<file path="src/rtl/sap_pkg.sv">
// Shared types for the SAP controller-sequencer:
// opcodes, T-state encoding and the control word.
package sap_pkg;

  localparam logic [3:0] OP_LDA = 4'b0000;
  localparam logic [3:0] OP_ADD = 4'b0001;
  localparam logic [3:0] OP_SUB = 4'b0010;
  localparam logic [3:0] OP_JMP = 4'b0011;
  localparam logic [3:0] OP_JZ  = 4'b0100;
  localparam logic [3:0] OP_OUT = 4'b1110;
  localparam logic [3:0] OP_HLT = 4'b1111;

  // One-hot; bits [5:0] map straight onto tstate
  typedef enum logic [6:0] {
    T1   = 7'b0000001,
    T2   = 7'b0000010,
    T3   = 7'b0000100,
    T4   = 7'b0001000,
    T5   = 7'b0010000,
    T6   = 7'b0100000,
    HALT = 7'b1000000
  } tstate_e;

  typedef struct packed {
    logic cp;
    logic ep;
    logic lp;
    logic lm;
    logic er;
    logic li;
    logic ei;
    logic la;
    logic ea;
    logic lb;
    logic su;
    logic eu;
    logic lo;
  } ctrl_word_t;

endpackage

</file>
<file path="src/rtl/sap_controller_sequencer_if.sv">
// Controller <-> datapath bundle: run/opcode/flag in,
// control word and T-state status out.
interface sap_controller_sequencer_if #(
  parameter int OPW = 4
);
  logic           en;
  logic [OPW-1:0] opcode;
  logic           zero_flag;
  logic           cp, ep, lp, lm, er, li, ei;
  logic           la, ea, lb, su, eu, lo;
  logic [5:0]     tstate;
  logic           halted;

  modport master (
    input  en, opcode, zero_flag,
    output cp, ep, lp, lm, er, li, ei,
    output la, ea, lb, su, eu, lo,
    output tstate, halted
  );

  modport slave (
    output en, opcode, zero_flag,
    input  cp, ep, lp, lm, er, li, ei,
    input  la, ea, lb, su, eu, lo,
    input  tstate, halted
  );
endinterface

</file>
<file path="src/rtl/t_state_ring.sv">
// One-hot T1..T6 ring with stall, early reload
// to T1 and an absorbing HALT state.
module t_state_ring
  import sap_pkg::*;
(
  input  logic    clk,
  input  logic    clr_n,
  input  logic    i_en,
  input  logic    i_end,
  input  logic    i_halt,
  output tstate_e o_state
);

  tstate_e r_state;
  tstate_e w_next;

  // State register, async clear back to T1
  always_ff @(posedge clk or negedge clr_n) begin
    if (!clr_n) r_state <= T1;
    else        r_state <= w_next;
  end

  // Next state: HALT sticks, en low holds
  always_comb begin
    w_next = r_state;
    if (r_state == HALT) begin
      w_next = HALT;
    end else if (!i_en) begin
      w_next = r_state;
    end else if (i_halt) begin
      w_next = HALT;
    end else if (i_end) begin
      w_next = T1;
    end else begin
      unique case (r_state)
        T1:      w_next = T2;
        T2:      w_next = T3;
        T3:      w_next = T4;
        T4:      w_next = T5;
        T5:      w_next = T6;
        default: w_next = T1;
      endcase
    end
  end

  assign o_state = r_state;

endmodule

</file>
<file path="src/rtl/sap_controller_sequencer.sv">
// SAP controller-sequencer: decodes T-state and
// opcode into the per-cycle control word.
module sap_controller_sequencer
  import sap_pkg::*;
#(
  parameter bit EARLY_END = 1'b1,
  parameter int OPW       = 4
) (
  input logic clk,
  input logic clr_n,
  sap_controller_sequencer_if.master bus
);

  tstate_e        w_state;
  logic [6:0]     w_onehot;
  logic [OPW-1:0] w_op;
  ctrl_word_t     w_dec;
  ctrl_word_t     w_ctrl;
  logic           w_last;
  logic           w_hlt;
  logic           w_end;
  logic           w_act;

  assign w_op     = bus.opcode;
  assign w_onehot = w_state;
  assign w_end    = EARLY_END && w_last;

  t_state_ring u_ring (
    .clk    (clk),
    .clr_n  (clr_n),
    .i_en   (bus.en),
    .i_end  (w_end),
    .i_halt (w_hlt),
    .o_state(w_state)
  );

  // Raw control word and end/halt requests
  always_comb begin
    w_dec  = '0;
    w_last = 1'b0;
    w_hlt  = 1'b0;
    unique case (w_state)
      T1: begin
        w_dec.ep = 1'b1;
        w_dec.lm = 1'b1;
      end
      T2: w_dec.cp = 1'b1;
      T3: begin
        w_dec.er = 1'b1;
        w_dec.li = 1'b1;
      end
      T4: begin
        unique case (w_op)
          OP_LDA, OP_ADD, OP_SUB: begin
            w_dec.ei = 1'b1;
            w_dec.lm = 1'b1;
          end
          OP_JMP: begin
            w_dec.ei = 1'b1;
            w_dec.lp = 1'b1;
            w_last   = 1'b1;
          end
          OP_JZ: begin
            w_dec.ei = bus.zero_flag;
            w_dec.lp = bus.zero_flag;
            w_last   = 1'b1;
          end
          OP_OUT: begin
            w_dec.ea = 1'b1;
            w_dec.lo = 1'b1;
            w_last   = 1'b1;
          end
          OP_HLT:  w_hlt  = 1'b1;
          default: w_last = 1'b1;
        endcase
      end
      T5: begin
        unique case (w_op)
          OP_LDA: begin
            w_dec.er = 1'b1;
            w_dec.la = 1'b1;
            w_last   = 1'b1;
          end
          OP_ADD, OP_SUB: begin
            w_dec.er = 1'b1;
            w_dec.lb = 1'b1;
          end
          default: ;
        endcase
      end
      T6: begin
        unique case (w_op)
          OP_ADD, OP_SUB: begin
            w_dec.eu = 1'b1;
            w_dec.la = 1'b1;
            w_dec.su = (w_op == OP_SUB);
            w_last   = 1'b1;
          end
          default: ;
        endcase
      end
      default: ;
    endcase
  end

  // Gate: stall, reset and HALT all silence the word
  always_comb begin
    w_act  = bus.en & clr_n & (w_state != HALT);
    w_ctrl = w_act ? w_dec : '0;
  end

  assign bus.cp     = w_ctrl.cp;
  assign bus.ep     = w_ctrl.ep;
  assign bus.lp     = w_ctrl.lp;
  assign bus.lm     = w_ctrl.lm;
  assign bus.er     = w_ctrl.er;
  assign bus.li     = w_ctrl.li;
  assign bus.ei     = w_ctrl.ei;
  assign bus.la     = w_ctrl.la;
  assign bus.ea     = w_ctrl.ea;
  assign bus.lb     = w_ctrl.lb;
  assign bus.su     = w_ctrl.su;
  assign bus.eu     = w_ctrl.eu;
  assign bus.lo     = w_ctrl.lo;
  assign bus.tstate = clr_n ? w_onehot[5:0] : 6'b0;
  assign bus.halted = clr_n & w_onehot[6];

endmodule
</file>
<file path="src/flat_wrapper.sv">
// flat-port wrapper written by rule: the top's interface ports become plain ports
module sap_controller_sequencer_flat import sap_pkg::*;
#(
  parameter bit EARLY_END = 1'b1,
  parameter int OPW       = 4
)
  (clk, clr_n, bus_en, bus_opcode, bus_zero_flag, bus_cp, bus_ep, bus_lp, bus_lm, bus_er, bus_li, bus_ei, bus_la, bus_ea, bus_lb, bus_su, bus_eu, bus_lo, bus_tstate, bus_halted);
  sap_controller_sequencer_if #(.OPW(OPW)) bus_i ();
  input logic clk;
  input logic clr_n;
  input wire logic [$bits(bus_i.en)-1:0] bus_en;
  input wire logic [$bits(bus_i.opcode)-1:0] bus_opcode;
  input wire logic [$bits(bus_i.zero_flag)-1:0] bus_zero_flag;
  output wire logic [$bits(bus_i.cp)-1:0] bus_cp;
  output wire logic [$bits(bus_i.ep)-1:0] bus_ep;
  output wire logic [$bits(bus_i.lp)-1:0] bus_lp;
  output wire logic [$bits(bus_i.lm)-1:0] bus_lm;
  output wire logic [$bits(bus_i.er)-1:0] bus_er;
  output wire logic [$bits(bus_i.li)-1:0] bus_li;
  output wire logic [$bits(bus_i.ei)-1:0] bus_ei;
  output wire logic [$bits(bus_i.la)-1:0] bus_la;
  output wire logic [$bits(bus_i.ea)-1:0] bus_ea;
  output wire logic [$bits(bus_i.lb)-1:0] bus_lb;
  output wire logic [$bits(bus_i.su)-1:0] bus_su;
  output wire logic [$bits(bus_i.eu)-1:0] bus_eu;
  output wire logic [$bits(bus_i.lo)-1:0] bus_lo;
  output wire logic [$bits(bus_i.tstate)-1:0] bus_tstate;
  output wire logic [$bits(bus_i.halted)-1:0] bus_halted;
  assign bus_i.en = bus_en;
  assign bus_i.opcode = bus_opcode;
  assign bus_i.zero_flag = bus_zero_flag;
  assign bus_cp = bus_i.cp;
  assign bus_ep = bus_i.ep;
  assign bus_lp = bus_i.lp;
  assign bus_lm = bus_i.lm;
  assign bus_er = bus_i.er;
  assign bus_li = bus_i.li;
  assign bus_ei = bus_i.ei;
  assign bus_la = bus_i.la;
  assign bus_ea = bus_i.ea;
  assign bus_lb = bus_i.lb;
  assign bus_su = bus_i.su;
  assign bus_eu = bus_i.eu;
  assign bus_lo = bus_i.lo;
  assign bus_tstate = bus_i.tstate;
  assign bus_halted = bus_i.halted;
  sap_controller_sequencer #(.EARLY_END(EARLY_END), .OPW(OPW)) u_core (.clk(clk), .clr_n(clr_n), .bus(bus_i));
endmodule
</file>
<file path="config.mk">
export PLATFORM = sky130hd
export DESIGN_NAME = sap_controller_sequencer_flat
export DESIGN_NICKNAME = d
export VERILOG_FILES = /design/src/rtl/sap_pkg.sv /design/src/rtl/sap_controller_sequencer_if.sv /design/src/rtl/t_state_ring.sv /design/src/rtl/sap_controller_sequencer.sv /design/src/flat_wrapper.sv
export SDC_FILE = /design/constraint.sdc
export NUM_CORES = 1
export LEC_CHECK = 0
export ABC_AREA = 1
export BUFFER_PORTS_ARGS = -buffer_cell sky130_fd_sc_hd__buf_2
export CORE_MARGIN = 2
export CORE_UTILIZATION = 51
export CTS_CLUSTER_SIZE = 28
export DETAILED_ROUTE_END_ITERATION = 8
export PLACE_DENSITY = 0.83
export SLEW_MARGIN = 20
export SYNTH_ARGS = -nofsm -noshare
export SYNTH_HDL_FRONTEND = slang
export SYNTH_SLANG_ARGS = --single-unit
</file>
<file path="constraint.sdc">
create_clock -name clk -period 3.6 [get_ports clk]
set_clock_uncertainty 0.2 [all_clocks]
set_input_delay 0.72 -clock clk [delete_from_list [all_inputs] [get_ports clk]]
set_output_delay 0.72 -clock clk [all_outputs]
set_load 0.005 [all_outputs]
</file>
==> results.ini <==
[timing]
rsz0062_at_grt=false
worstMarginPinSlew_ns=0.275
setup_tns_ns=0
drv_slew=0
hold_viol_final=0
min_period_ns=2.64
slew_headroom=0.817
setup_viol=0
fin_crit_sh=0.732
fmax_mhz=379

[clocking]
cts_tree=built
clk_path_buf_depth=2
path_clk_slew_ns=0.06
post_cts_buffers=0
holdBufCountCts=0
cts_sinks=7
cts_buffers=3
h-tree-depth=1
cts_resized=0
root_buffer=clkbuf_4
insertion_delay_ns=0.25

[critical_path]
cp.arrival_ns=1.72
startpoint_type=primary input
rr_worst_depth=9
rrSetupSlack_ns=2.08
crit_type=in2out
worstReg2RegStart=u_core.u_ring.o_state[1]
slowest_delay_ns=0.17
critPathCaptureType=primary output
critPathMaxFanout=5
crit_chain=buf_2 > nor2_1 > inv_1 > nor2_1 > nand3_1 > nand2_1 > nand3_1 > a21oi_1 > buf_2
crit_buf_inv=3
reg2reg_to=u_core.u_ring.o_state[0]
worstPathRequired_ns=2.68
path_delay_family=simple AND/OR/NAND/NOR gates
critPathSlowestCell=nor2_1

[cells_and_area]
final_cell_mix=nand2_1, buf_2, nor2_1, inv_1, nor2_4
final_common_cell=nand2_1
layout.nets=154
largest_reg_flops=7
synthToLayoutAreaGrowth_pct=23.3
diodes=0
drive_above_1_share=0.366

[logic_synthesis]
syn_inst=116
ys_types=21
synth-warning-count=0
yosysSeqAreaShare=0.244
syn_nets=124
ys_ff_latch=7
avgSynthCellArea_sq_um=6.25
synth_top_cell_area_share=0.207
synthTopCellsByArea=dfrtp_1, nand2_1, nor2_4
synth_area_sq_um=724
yosysTopAreaCell=dfrtp_1

[die]
start_util=0.550
dieArea_sq_mm=0.00174
std_cell_rows=13
coreArea_sq_mm=0.00132
fp.dieH_um=41.7
boundaryPins=28
die_w_um=41.7

[global_routing]
grt_use_total=0.196
grt_pass1_wl_mm=2.70
grt_max_degree=16
overflow=0
grt_pass1_vias=650
antenna_found_initial=0

[power_and_ir_drop]
pwr-share-comb=0.492
p_per_area_mw_per_mm2=446
ir_worst_vdd_mv=0.181
power.switching_mw=0.187
internal_power_mw=0.211
power_mw=0.398
p_sw_frac=0.469
p_leak_nw=0.512
power_frac_seq=0.330
clkPwrFrac=0.179

[routing]
ant_nets=0
drc=0
firstDrtPassIters=4
dr.first_iter.drc_count=19
routedWlPerCell_um=10.1
vias=786
routed_via_density=4.91
finalWirelength_mm=1.61

[placed_design]
finalWeightedCongestion=0.776
dpl.hpwl_mm=1.30
place.port_buffers=27

[min_path]
hold_class=in2async

[flow_run]
drv_cap=0

[run_status]
status=finished, final reports clean

-- worst max-delay path by stage --
stage | from | end | slack, ns | cells past startpoint
3_5_place_dp | bus_opcode[1] | bus_lp | 0.97 | 9
4_1_cts | bus_opcode[1] | bus_lp | 0.97 | 9
2_1_floorplan | clr_n | bus_lo | 1.16 | 6
6_report | bus_opcode[1] | bus_lp | 0.96 | 9
5_1_grt | clr_n | bus_lp | 0.86 | 6
3_3_place_gp | clr_n | bus_lm | 1.02 | 6
-- through the flow --
step	util	cell area [sq um]	cells	setup WS (ns)	hold slack, ns
3_5_place_dp	0.658	867	156	0.974	0.303
6_report	0.678	893	160	0.963	0.138
2_1_floorplan	-	724	116	1.16	0.224
3_3_place_gp	0.658	867	156	1.02	0.289
5_1_grt	0.678	893	160	0.856	0.158
4_1_cts	0.678	893	160	0.968	0.143
-- cell families (layout without fill, tap and decap cells) --
family	after synthesis	in the layout	share of synthesized area
DFF	7	7	0.244
AOI/OAI and AO/OA	9	9	0.0743
and+or+nand+nor	79	79	0.568
buffers and inverters	21	50	0.114
-- layout make-up --
cell class,instances,area (sq um)
Sequential cell,7,176
Timing Repair Buffer,27,135
Multi-Input combinational cell,88,465
Tap cell,15,18.8
Inverter,19,71.3
Clock buffer,4,26.3
Fill cell,108,424
-- layer usage --
metal  wire, um  track usage
met5          0            0
met3         72       0.0261
met4         19       0.0774
met1        742        0.255
met2        774        0.325
-- Yosys cell counts, drive strengths merged --
cell type and instances:
nor2 33, nand2 34, clkbuf 1, nor3 1
nand4 5, dfstp 1, a21oi 4, nand3 5
o31ai 1, dfrtp 6, o22ai 1, buf 1
o21ai 3, nand3b 1, inv 19
-- power groups by stage --
stage	clock, mW	combinational, mW	sequential, mW
after detailed placement	0	0.193	0.133
after floorplan	0	0.151	0.127
final	0.0712	0.196	0.131
after global placement	0	0.191	0.132
after CTS	0.0728	0.196	0.132
after global routing	0.0790	0.216	0.134
-- worst reg2reg max path, stage by stage, from the launching register on --
cell and delay, ns:
dfrtp_1 0.44, nor2_4 0.20, nand2_4 0.10, nor2_4 0.15
nand2_2 0.07, nand2_1 0.06, nor2_1 0.05, nand2_1 0.07
nand2_1 0.06, nand2_1 0.07
Power figures use the tool's default switching activity.
